### config.mk
export PLATFORM = sky130hd
export DESIGN_NAME = ex_stage
export DESIGN_NICKNAME = d
export VERILOG_FILES = /design/src/rtl/pipe_pkg.sv /design/src/rtl/seq_mul16.sv /design/src/rtl/ex_stage.sv
export SDC_FILE = /design/constraint.sdc
export NUM_CORES = 1
export LEC_CHECK = 0
export CAP_MARGIN = 5
export CORE_MARGIN = 4
export CORE_UTILIZATION = 48
export CTS_CLUSTER_DIAMETER = 80
export DETAILED_ROUTE_END_ITERATION = 16
export PLACE_DENSITY = 0.74
export SLEW_MARGIN = 20
export SYNTH_ARGS = -nofsm -noshare
export SYNTH_HDL_FRONTEND = slang
export SYNTH_SLANG_ARGS = --single-unit
### constraint.sdc
create_clock -name clk -period 9.3 [get_ports clk]
set_clock_uncertainty 0.2 [all_clocks]
set_input_delay 0.93 -clock clk [delete_from_list [all_inputs] [get_ports clk]]
set_output_delay 0.93 -clock clk [all_outputs]
set_load 0.03 [all_outputs]
### src/rtl/pipe_pkg.sv
// Shared definitions for the 16-bit MIPS pipeline.
//   DW          - datapath width
//   MUL_CYCLES  - iterations of the sequential multiplier (one per operand bit)
//   ALU_*       - alu_cmd encodings
//   FWD_*       - forwarding select encodings for the operand muxes
//   mul_state_t - sequential multiplier FSM states
package pipe_pkg;

  localparam int DW         = 16;
  localparam int MUL_CYCLES = DW;

  localparam logic [2:0] ALU_ADD = 3'd0;
  localparam logic [2:0] ALU_SUB = 3'd1;
  localparam logic [2:0] ALU_AND = 3'd2;
  localparam logic [2:0] ALU_OR  = 3'd3;
  localparam logic [2:0] ALU_XOR = 3'd4;
  localparam logic [2:0] ALU_SLT = 3'd5;
  localparam logic [2:0] ALU_SHL = 3'd6;
  localparam logic [2:0] ALU_MUL = 3'd7;

  localparam logic [1:0] FWD_RF  = 2'd0;
  localparam logic [1:0] FWD_EX  = 2'd1;
  localparam logic [1:0] FWD_MEM = 2'd2;
  localparam logic [1:0] FWD_WB  = 2'd3;

  typedef enum logic [1:0] {
    MUL_IDLE = 2'd0,
    MUL_RUN  = 2'd1,
    MUL_DONE = 2'd2
  } mul_state_t;

endpackage

### src/rtl/seq_mul16.sv
// Iterative shift-add multiplier, one partial-product step per clock.
// Ports:
//   clk, rst     - clock, synchronous active-high reset
//   start        - begin a multiply (honoured only in MUL_IDLE)
//   ack          - consumer took the product; leave MUL_DONE
//   op_a, op_b   - operands, sampled on the start edge
//   busy         - iterating (MUL_RUN)
//   done         - product valid and held (MUL_DONE)
//   product      - low DW bits of op_a * op_b
//   state        - FSM state, for debug/observation
// Handshake: start is a one-cycle request taken in IDLE; the product stays
// valid while done is high and is released on the first edge with ack = 1.
module seq_mul16
  import pipe_pkg::*;
(
  input  logic          clk,
  input  logic          rst,
  input  logic          start,
  input  logic          ack,
  input  logic [DW-1:0] op_a,
  input  logic [DW-1:0] op_b,
  output logic          busy,
  output logic          done,
  output logic [DW-1:0] product,
  output mul_state_t    state
);

  logic [4:0]    count;
  logic [DW-1:0] acc;
  logic [DW-1:0] mcand;   // shifts left each step
  logic [DW-1:0] mplier;  // shifts right each step; bit 0 gates the add

  always_ff @(posedge clk) begin
    if (rst) begin
      state  <= MUL_IDLE;
      count  <= '0;
      acc    <= '0;
      mcand  <= '0;
      mplier <= '0;
    end else begin
      case (state)
        MUL_IDLE: begin
          if (start) begin
            mcand  <= op_a;
            mplier <= op_b;
            acc    <= '0;
            count  <= '0;
            state  <= MUL_RUN;
          end
        end
        MUL_RUN: begin
          if (mplier[0]) acc <= acc + mcand;
          mcand  <= mcand << 1;
          mplier <= mplier >> 1;
          count  <= count + 5'd1;
          if (count == 5'(MUL_CYCLES - 1)) state <= MUL_DONE;
        end
        MUL_DONE: begin
          if (ack) state <= MUL_IDLE;
        end
        default: state <= MUL_IDLE;
      endcase
    end
  end

  assign busy    = (state == MUL_RUN);
  assign done    = (state == MUL_DONE);
  assign product = acc;

endmodule

### src/rtl/ex_stage.sv
// Execute stage: forwarding muxes, single-cycle ALU, sequential multiplier,
// and the EX/MEM pipeline register.
// Ports:
//   clk, rst                       - clock, synchronous active-high reset
//   ex_mem_en                      - EX/MEM load enable (0 = hold everything)
//   inst, read1, read2, imm_data   - ID/EX instruction and operands
//   forward_{ex,mem,wb}_data       - forwarded values
//   alu_src_sel1/2                 - operand forwarding selects
//   alu_src2_sel_rf_imm            - operand B takes imm_data
//   alu_cmd, write_addr, wr_en, mem_store_in, is_mem_cmd_in,
//   wb_mem_select_in               - control from ID/EX
//   ex_busy                        - multiply in flight; front end must hold
//   *_out                          - EX/MEM register outputs
// Handshake: a MUL with wr_en=1 seen in IDLE is accepted on that edge; ex_busy
// stays high until the product is ready, and the product enters EX/MEM on the
// first edge in DONE with ex_mem_en = 1 (upstream advances on that edge too).
module ex_stage
  import pipe_pkg::*;
(
  input  logic          clk,
  input  logic          rst,
  input  logic          ex_mem_en,
  input  logic [15:0]   inst,
  input  logic [DW-1:0] read1,
  input  logic [DW-1:0] read2,
  input  logic [DW-1:0] imm_data,
  input  logic [DW-1:0] forward_ex_data,
  input  logic [DW-1:0] forward_mem_data,
  input  logic [DW-1:0] forward_wb_data,
  input  logic [1:0]    alu_src_sel1,
  input  logic [1:0]    alu_src_sel2,
  input  logic          alu_src2_sel_rf_imm,
  input  logic [2:0]    alu_cmd,
  input  logic [2:0]    write_addr,
  input  logic          wr_en,
  input  logic          mem_store_in,
  input  logic          is_mem_cmd_in,
  input  logic          wb_mem_select_in,
  output logic          ex_busy,
  output logic [15:0]   inst_out,
  output logic [DW-1:0] alu_result_out,
  output logic [DW-1:0] store_data_out,
  output logic [2:0]    write_addr_out,
  output logic          wr_en_out,
  output logic          mem_store_out,
  output logic          is_mem_cmd_out,
  output logic          wb_mem_select_out
);

  function automatic logic [DW-1:0] fwd_mux(input logic [1:0] sel,
                                            input logic [DW-1:0] rf,
                                            input logic [DW-1:0] ex,
                                            input logic [DW-1:0] mem,
                                            input logic [DW-1:0] wb);
    case (sel)
      FWD_EX:  return ex;
      FWD_MEM: return mem;
      FWD_WB:  return wb;
      default: return rf;
    endcase
  endfunction

  logic [DW-1:0] op_a, fwd_b, op_b, alu_res;

  assign op_a  = fwd_mux(alu_src_sel1, read1, forward_ex_data, forward_mem_data, forward_wb_data);
  assign fwd_b = fwd_mux(alu_src_sel2, read2, forward_ex_data, forward_mem_data, forward_wb_data);
  assign op_b  = alu_src2_sel_rf_imm ? imm_data : fwd_b;

  // MUL is handled by the sequential unit; a MUL bubble produces 0 here.
  always_comb begin
    alu_res = '0;
    case (alu_cmd)
      ALU_ADD: alu_res = op_a + op_b;
      ALU_SUB: alu_res = op_a - op_b;
      ALU_AND: alu_res = op_a & op_b;
      ALU_OR:  alu_res = op_a | op_b;
      ALU_XOR: alu_res = op_a ^ op_b;
      ALU_SLT: alu_res = {{(DW-1){1'b0}}, ($signed(op_a) < $signed(op_b))};
      ALU_SHL: alu_res = op_a << op_b[3:0];
      default: alu_res = '0;
    endcase
  end

  mul_state_t    mul_state;
  logic          mul_busy, mul_done, mul_start, mul_req;
  logic [DW-1:0] mul_product;

  // Only IDLE may start a multiply: a MUL still on the inputs during DONE
  // is the one being completed, not a new request.
  assign mul_req   = (alu_cmd == ALU_MUL) && wr_en;
  assign mul_start = mul_req && (mul_state == MUL_IDLE);
  assign ex_busy   = mul_start || mul_busy;

  seq_mul16 u_mul (
    .clk     (clk),
    .rst     (rst),
    .start   (mul_start),
    .ack     (ex_mem_en),
    .op_a    (op_a),
    .op_b    (op_b),
    .busy    (mul_busy),
    .done    (mul_done),
    .product (mul_product),
    .state   (mul_state)
  );

  // Control for the multiply in flight, replayed into EX/MEM with the product.
  logic [15:0]   lat_inst;
  logic [DW-1:0] lat_store;
  logic [2:0]    lat_waddr;
  logic          lat_wr_en, lat_mstore, lat_ismem, lat_wbsel;

  always_ff @(posedge clk) begin
    if (rst) begin
      lat_inst   <= '0;
      lat_store  <= '0;
      lat_waddr  <= '0;
      lat_wr_en  <= 1'b0;
      lat_mstore <= 1'b0;
      lat_ismem  <= 1'b0;
      lat_wbsel  <= 1'b0;
    end else if (mul_start) begin
      lat_inst   <= inst;
      lat_store  <= fwd_b;
      lat_waddr  <= write_addr;
      lat_wr_en  <= wr_en;
      lat_mstore <= mem_store_in;
      lat_ismem  <= is_mem_cmd_in;
      lat_wbsel  <= wb_mem_select_in;
    end
  end

  always_ff @(posedge clk) begin
    if (rst) begin
      inst_out          <= '0;
      alu_result_out    <= '0;
      store_data_out    <= '0;
      write_addr_out    <= '0;
      wr_en_out         <= 1'b0;
      mem_store_out     <= 1'b0;
      is_mem_cmd_out    <= 1'b0;
      wb_mem_select_out <= 1'b0;
    end else if (ex_mem_en) begin
      if (mul_done) begin
        inst_out          <= lat_inst;
        alu_result_out    <= mul_product;
        store_data_out    <= lat_store;
        write_addr_out    <= lat_waddr;
        wr_en_out         <= lat_wr_en;
        mem_store_out     <= lat_mstore;
        is_mem_cmd_out    <= lat_ismem;
        wb_mem_select_out <= lat_wbsel;
      end else if (ex_busy) begin
        // Multiply accepted or iterating: downstream sees bubbles.
        inst_out          <= '0;
        alu_result_out    <= '0;
        store_data_out    <= '0;
        write_addr_out    <= '0;
        wr_en_out         <= 1'b0;
        mem_store_out     <= 1'b0;
        is_mem_cmd_out    <= 1'b0;
        wb_mem_select_out <= 1'b0;
      end else begin
        inst_out          <= inst;
        alu_result_out    <= alu_res;
        store_data_out    <= fwd_b;
        write_addr_out    <= write_addr;
        wr_en_out         <= wr_en;
        mem_store_out     <= mem_store_in;
        is_mem_cmd_out    <= is_mem_cmd_in;
        wb_mem_select_out <= wb_mem_select_in;
      end
    end
  end

endmodule

### Word level (Yosys, flattened, before mapping)

Cells that the tools add are included.
Widths: inputs -> output; s select.

| word-level totals | value |
|---|---|
| flip-flop bits (word level) | 149 |
| input port bits | 130 |
| output and inout port bits | 56 |
| logic and storage cells | 91 |

| cells by class | value |
|---|---|
| $add $sub $neg | 4 |
| magnitude comparators | 1 |
| equality and inequality tests | 20 |
| shift operators | 1 |
| multiplexer cells | 33 |
| bitwise gates (word level) | 3 |
| reductions and logical operators | 9 |

Operators with widths:

| operator | number |
|---|---|
| $mux 16 | 11 |
| $pmux 16 s7 | 1 |
| $pmux 16 s2 | 3 |
| $pmux 16 s3 | 2 |
| $add 16x16->16 | 2 |
| $and 16x16->16 | 1 |
| $lt 16x16->1 | 1 |
| $or 16x16->16 | 1 |
| $shl 16x4->16 | 1 |
| $sub 16x16->16 | 1 |
| $xor 16x16->16 | 1 |
| $eq 3x3->1 const B | 4 |
| $eq 2x2->1 const B | 5 |
| $pmux 5 s2 | 1 |
| $mux 1 | 8 |
| $eq 2x1->1 const B | 3 |
| $eq 3x2->1 const B | 2 |
| $mux 2 | 3 |
| $mux 3 | 2 |
| $pmux 2 s3 | 1 |
| $reduce_and 3->1 | 2 |
| $add 5x1->5 const B | 1 |
| $eq 5x4->1 const B | 1 |
| $mux 5 | 1 |
| 9 further kinds | 12 |

### Logic depth before layout (Yosys ltp)

| logic depth | value |
|---|---|
| depth after elaboration | 7 |
| depth in mapped cells | 18 |
| mapped depth without buffers | 15 |

### Modules after synthesis

From an unflattened synthesis, not the netlist that was laid out.

| unflattened totals | value |
|---|---|
| cells, all modules | 1375 |
| area total of the unflattened synthesis | 10796.6 um^2 |

By module, submodules not included:

| module | instances | cells an instance | area an instance (um^2) | seq. area each (um^2) |
|---|---|---|---|---|
| ex_stage | 1 | 946 | 7589.8 | 1881.8 |
| seq_mul16 | 1 | 429 | 3206.8 | 1101.1 |

### Least setup slack after synthesis

No wires, ideal clock.

| timing | value |
|---|---|
| path kind | input-to-reg |
| start point | input port alu_src_sel2[0] |
| end point | register alu_result_out[14] |
| library setup time | 0.129 ns |
| arrival time | 4.420 ns |
| required time | 8.971 ns |
| slack | 4.550 ns |
| cell stages on the path | 15 |
| path buffers | 2 |
| cell sequence | buf_2 -> buf_1 -> mux4_2 -> mux2_2 -> inv_1 -> ha_1 -> inv_1 -> o22ai_1 -> a311oi_1 -> a31oi_1 -> a221oi_1 -> a2111oi_0 -> a311oi_1 -> mux2i_1 -> o21ai_0 |

| on the way | value |
|---|---|
| word-level cells in the longest chain between the ends | 7 |
| elaborated cells on any way between the ends | 14 |
| those cells by class | add/sub: 2; eq/ne: 3; shift: 1; mux: 5; bitwise: 3 |

RTL lines:

| item | line | text |
|---|---|---|
| start: declaration | ex_stage.sv:31 | `input logic [1:0] alu_src_sel2,` |
| $eq 2x2->1 or $eq 2x1->1 (tied branches) | ex_stage.sv:55 | `case (sel)` |
| $pmux 16 s3 * | ex_stage.sv:55 |  |
| $mux 16 * | ex_stage.sv:67 | `assign op_b = alu_src2_sel_rf_imm ? imm_data : fwd_b;` |
| $sub 16x16->16 (tied with other cells) | ex_stage.sv:74 | `ALU_SUB: alu_res = op_a - op_b;` |
| $pmux 16 s7 * | ex_stage.sv:72 | `case (alu_cmd)` |
| $mux 16 * | ex_stage.sv:153 | `end else if (ex_busy) begin` |
| $mux 16 * | ex_stage.sv:144 | `if (mul_done) begin` |
| end signal: assignment | ex_stage.sv:146 | `alu_result_out <= mul_product;` |
| end signal: assignment | ex_stage.sv:165 | `alu_result_out <= alu_res;` |
| end: declaration | ex_stage.sv:41 | `output logic [DW-1:0] alu_result_out,` |

Every way passes the cells marked *; elsewhere a longest branch is shown, timed or not.
A chain may end at the register's enable or synchronous reset.

### Worst setup path after layout

| timing | value |
|---|---|
| start point | input port alu_src_sel2[1] |
| end point | register alu_result_out[14] |

The elaborated chain is that of the path after synthesis.

==> results.sh <==
export IMPL_synth_most_common_cell="nand2_1"
export IMPL_worstPathRequired_ns=9.42
export IMPL_synth_compound_area_share_pct=22.8
export IMPL_h_tree_depth=4
export IMPL_synth_top_cell_area_share_pct=29.3
export IMPL_slew_headroom_pct=34.3
export IMPL_synth_nets=1453
export IMPL_grt_usage_pct=28.3
export IMPL_clockRootBuffer="clkbuf_16"
export IMPL_grt_pass1_vias=9766
export IMPL_ys_seq_area_share_pct=29.3
export IMPL_min_to="lat_inst[14]"
export IMPL_place_area_mm2=0.0121
export IMPL_grt_pass1_wl_mm=53.7
export IMPL_cts_hold_buf=0
export IMPL_hold_viol_final=0
export IMPL_rsz0062_at_grt="no"
export IMPL_synth_simple_area_share_pct=17.6
export IMPL_setup_viol=0
export IMPL_io_buffers=185
export IMPL_utilization_pct=60.4
export IMPL_final_antenna_net_count=0
export IMPL_p_leak_nw=4.88
export IMPL_synth_mux_area_share_pct=12.4
export IMPL_yosys_top_cells_area="dfxtp_1 29%, ha_1 9.2%, mux4_2 7.3%"
export IMPL_r2r_cells=8
export IMPL_drc=0
export IMPL_tightest_slew_ns=0.982
export IMPL_drt_iter0_markers=1029
export IMPL_worstSetupStartpointType="input port"
export IMPL_yosysWarnings=0
export IMPL_antenna_found_initial=0
export IMPL_clkSinkCount=149
export IMPL_crit_path_end_kind="flop"
export IMPL_yosysTopAreaCell="dfxtp_1"
export IMPL_synth_edf_count=0
export IMPL_slew_violations=0
export IMPL_rows=53
export IMPL_via_per_inst=6.19
export IMPL_syn_inst=1245
export IMPL_place_gp_congestion=0.953
export IMPL_wl_per_cell_um=21.0
export IMPL_core_mm2=0.0210
export IMPL_hp_start="lat_inst[14]"
export IMPL_cts_made_buffers=17
export IMPL_finalWirelength_mm=34.8
export IMPL_ys_flop_type="dfxtp_1"
export IMPL_fin_nets=1577
export IMPL_cts_clk_slew_worst_paths_ns=0.08
export IMPL_final_cells=1657
export IMPL_status="finished clean"
export IMPL_synthAdderAreaFrac_pct=9.81
export IMPL_clk_latency_ns=0.43
export IMPL_cts_tree="yes"
export IMPL_fmax_mhz=182
export IMPL_rrSetupSlack_ns=5.96
export IMPL_die_x_um=154
export IMPL_crit_path_max_fanout=20
export IMPL_overflow=0
export IMPL_synth_cell_types=67
export IMPL_grt_max_degree=70
export IMPL_ys_ff_latch=149
export IMPL_synth_xor_area_share_pct=2.07
export IMPL_dr_pass1_iters=6
export IMPL_min_path_type="flop to flop"
export IMPL_synthesis_area_mm2=0.0102
export IMPL_tns_ns=0
export IMPL_fin_crit_ns=5.51
export IMPL_n_fill_cell=1872
export IMPL_async_reset_ff_share_pct=0
export IMPL_crit_arrival_ns=5.63
export IMPL_power_density_mw_per_mm2=156
export IMPL_r2r_end="alu_result_out[14]"
export IMPL_holdWs_ns=0.254
export IMPL_dieHeight_um=154
export IMPL_diodes=0
export IMPL_holdPathStages=2
export IMPL_r2r_start="u_mul.state[0]"
export IMPL_cts_post_setup_buffers_inserted=0
export IMPL_io_pins=186
export IMPL_finalCritPeriodShare_pct=59.2
export IMPL_power_mw=1.97
export IMPL_avgSynthCellArea_um2=8.17
export IMPL_start_util_pct=48.6
export IMPL_fin_area_mm2=0.0127
export IMPL_critPathKind="input port to flop"
export IMPL_cts_resized=0
export IMPL_die_area_mm2=0.0236
export IMPL_drive_above_1_share_pct=8.39
export IMPL_vias=10300
export IMPL_synth_top_family_by_area="compound AO/OA/AOI/OAI gates"
export IMPL_peakVddDrop_v=0.000105
export IMPL_place_hpwl_mm=25.3
export IMPL_pre_cts_ws_ns=3.25
export IMPL_synth_common_cells="153 x nand2_1, 149 x dfxtp_1, 129 x a21oi_1"
export IMPL_cts_path_max_buffers=2
export IMPL_place_inst=1625
export IMPL_max_cap_violations=0
export IMPL_setup_ws_ns=3.79
export IMPL_area_delta_synth_final_pct=24.3
==> critical path, stage by stage <==
cell and delay, ns:
clkdlybuf4s50_1 0.86, mux4_2 0.59, mux2i_2 0.08, buf_4 0.27, inv_1 0.11, ha_1 0.18, inv_1 0.07, fa_1 0.45
o21bai_1 0.21, nand3_1 0.14, a311oi_1 0.37, a31oi_1 0.18, a221oi_1 0.39, a2111oi_0 0.18, a311oi_1 0.28, mux2i_1 0.22
o21ai_0 0.09
==> cell families after synthesis <==
kind of cell | after synthesis
DFF | 149
adders and majority gates | 78
AOI/OAI and AO/OA | 351
buffers and inverters | 148
muxes | 82
xor gates and xnor gates | 24
and+or+nand+nor | 413
==> per-layer routing <==
metal  routed length [um]  share of wire [%]  track usage [%]  up-vias
li1                     -                  -                -     4778
met1                14300                 41             37.4     4853
met2                16400                 47             46.4      547
met3                 2980                8.6             5.49       75
met4                 1180                3.4             9.71        0
met5                    0                  0                0        -
==> power by group <==
group          leakage [nW]  internal, mW  total (mW)  switching, mW
clock network         0.267         0.354       0.674          0.320
registers              1.22         0.665       0.681         0.0161
logic                  3.40         0.260       0.619          0.359
total                  4.88          1.28        1.97          0.696
==> cell type report <==
class / count / area (um2) / area share (%)
Timing Repair Buffer: 199 / 1940 / 15.3
Tap cell: 275 / 344 / 2.72
Sequential cell: 149 / 2980 / 23.6
Clock inverter: 14 / 134 / 1.06
Clock buffer: 18 / 429 / 3.39
Multi-Input combinational cell: 948 / 6620 / 52.3
Inverter: 54 / 203 / 1.60
==> worst max-delay path by stage <==
stage	startpoint	endpoint	slack, ns	cells past startpoint
3_5_place_dp	alu_src_sel2[0]	alu_result_out[14]	3.25	17
6_report	alu_src_sel2[1]	alu_result_out[14]	3.79	17
3_3_place_gp	alu_src_sel2[0]	alu_result_out[14]	3.29	17
2_1_floorplan	alu_src_sel2[0]	alu_result_out[14]	4.55	15
5_1_grt	alu_src_sel2[1]	alu_result_out[14]	3.61	17
4_1_cts	alu_src_sel2[0]	alu_result_out[14]	3.68	17
==> flip-flops by register name, summed over array words and instances, names as in the netlist, 16 cells and up <==
signal / cells
alu_result_out: 16
inst_out: 16
lat_inst: 16
lat_store: 16
store_data_out: 16
u_mul.mcand: 16
u_mul.mplier: 16
u_mul.product: 16
==> cells in the final DEF, fill, tap and decap left out, drive strengths merged, types with 7 or more instances in the layout <==
cell type / Yosys / final
clkbuf: 73 / 18
a221oi: 47 / 47
nor2b: 10 / 10
nand2: 154 / 154
a21o: 8 / 8
clkdlybuf4s50: 0 / 181
o22ai: 14 / 14
nand3: 25 / 25
inv: 54 / 62
nor2: 123 / 123
nor3: 60 / 60
nand2b: 12 / 12
o21ai: 35 / 35
buf: 21 / 18
mux2i: 38 / 38
a211oi: 10 / 10
a31oi: 7 / 7
mux4: 33 / 33
mux2: 11 / 11
ha: 75 / 75
o21a: 7 / 7
xnor2: 22 / 22
a22oi: 33 / 33
dfxtp: 149 / 149
a21oi: 130 / 130
(Power assumes the default switching activity.)
==> variant (config.mk and constraints unchanged) <==
Register the output `alu_result_out` once more, cleared by the reset; this adds one clock of latency there. The other outputs are not delayed to match.
--- a/src/rtl/ex_stage.sv
+++ b/src/rtl/ex_stage.sv
@@ -48,2 +48,4 @@
 );
+
+  logic [DW-1:0] alu_result_s0;
 
@@ -135,3 +137,3 @@
       inst_out          <= '0;
-      alu_result_out    <= '0;
+      alu_result_s0     <= '0;
       store_data_out    <= '0;
@@ -145,3 +147,3 @@
         inst_out          <= lat_inst;
-        alu_result_out    <= mul_product;
+        alu_result_s0     <= mul_product;
         store_data_out    <= lat_store;
@@ -155,3 +157,3 @@
         inst_out          <= '0;
-        alu_result_out    <= '0;
+        alu_result_s0     <= '0;
         store_data_out    <= '0;
@@ -164,3 +166,3 @@
         inst_out          <= inst;
-        alu_result_out    <= alu_res;
+        alu_result_s0     <= alu_res;
         store_data_out    <= fwd_b;
@@ -175,2 +177,10 @@
 
+  always_ff @(posedge clk) begin
+    if (rst) begin
+      alu_result_out <= '0;
+    end else begin
+      alu_result_out <= alu_result_s0;
+    end
+  end
+
 endmodule
Formal check against the unedited RTL: not equivalent (Yosys sat finds a counterexample within 4 cycles, from zero or initial values and one cycle with rst high).
==> variant against the unedited design <==
Power up 6.8%; worst setup slack better by 0.19 ns; sequential cell count up 16; worst hold slack better by 0.0023 ns; final area up 4.7%; wire length up 2.9%; synthesized area up 5.1%.
==> variant: results (changes against the unedited design) <==
stage;metric;value;unit;change
status;status;finished clean;;
place;gpl congestion;0.917;;-3.8%
synthesis;sequential area share after synthesis;0.309;;+0.0157
hold_path;worst hold path endpoint;lat_ismem$_SDFFE_PP0P_;;
global_routing;vias in the first global route;9931;;+1.7%
detailed_routing;Routed WL;35900;um;+2.9%
place;Post-DP Area;12600;um^2;+4.3%
detailed_routing;DR vias;10441;;+1.8%
worst_setup_path;CP arrival;5.42;ns;-0.21 ns
timing;worst hold margin;0.257;ns;+0.00235 ns
detailed_routing;vias per inst;6.13;;-0.86%
global_routing;global-route usage over all layers;0.285;;+0.00255
synthesis;Synth Area per Inst;8.30;um^2;+1.5%
synthesis;Cell variety after synth;77;;+15%
global_routing;first-pass GRT wire length;55700;um;+3.7%
synthesis;syn_nets;1497;;+3.0%
global_routing;global-route met1 utilization;0.391;;+0.0172
synthesis;multiplexer area fraction after synthesis;0.124;;-0.000544
power_and_ir_drop;Seq. pwr;754;uW;+11%
place;Place WS;3.56;ns;+0.306 ns
worst_setup_path;CP delay by family, top;buffers and inverters;;
worst_setup_path;RR Startpoint;u_mul.mcand[0]$_SDFFE_PP0P_;;
power_and_ir_drop;Clock Power Share;0.350;;+0.008
detailed_routing;metal2 WL;16700;um;+1.7%
synthesis;XOR/XNOR share of the synthesized area;0.0188;;-0.00182
detailed_routing;metal3 WL;3010;um;+0.90%
worst_setup_path;Reg2Reg Depth;11;;+3
detailed_routing;routed length on met1;15100;um;+5.7%
hold_path;min-delay src;lat_ismem$_SDFFE_PP0P_;;
variant: cell types whose count changed after synthesis, moves of 5 or more:
cell,before,now
nor2b_1,10,24
nand2_1,153,166
nor3_1,60,66
nor2_1,123,128
o21a_1,7,2
a311oi_1,6,1
a21oi_1,129,139
nand3_1,25,18
dfxtp_1,149,165
variant: worst max-delay path by stage:
stage	endpoint	slack [ns]	cells after the start
floorplan	alu_result_s0[15]$_SDFFE_PP0P_	4.57	15
global placement	alu_result_s0[12]$_SDFFE_PP0P_	3.64	17
detailed placement	alu_result_s0[12]$_SDFFE_PP0P_	3.56	17
CTS	alu_result_s0[12]$_SDFFE_PP0P_	4.02	17
global route	alu_result_s0[12]$_SDFFE_PP0P_	3.78	17
finish	alu_result_s0[12]$_SDFFE_PP0P_	3.98	17
variant: area by class of cell:
type	count	area, um^2	area share
multi-input combinational	971	6790	0.512
sequential	165	3300	0.249
timing repair buffer	203	1970	0.149
clock buffer	17	425	0.0321
tap	280	350	0.0264
clock inverter	15	216	0.0163
inverter	51	196	0.0148
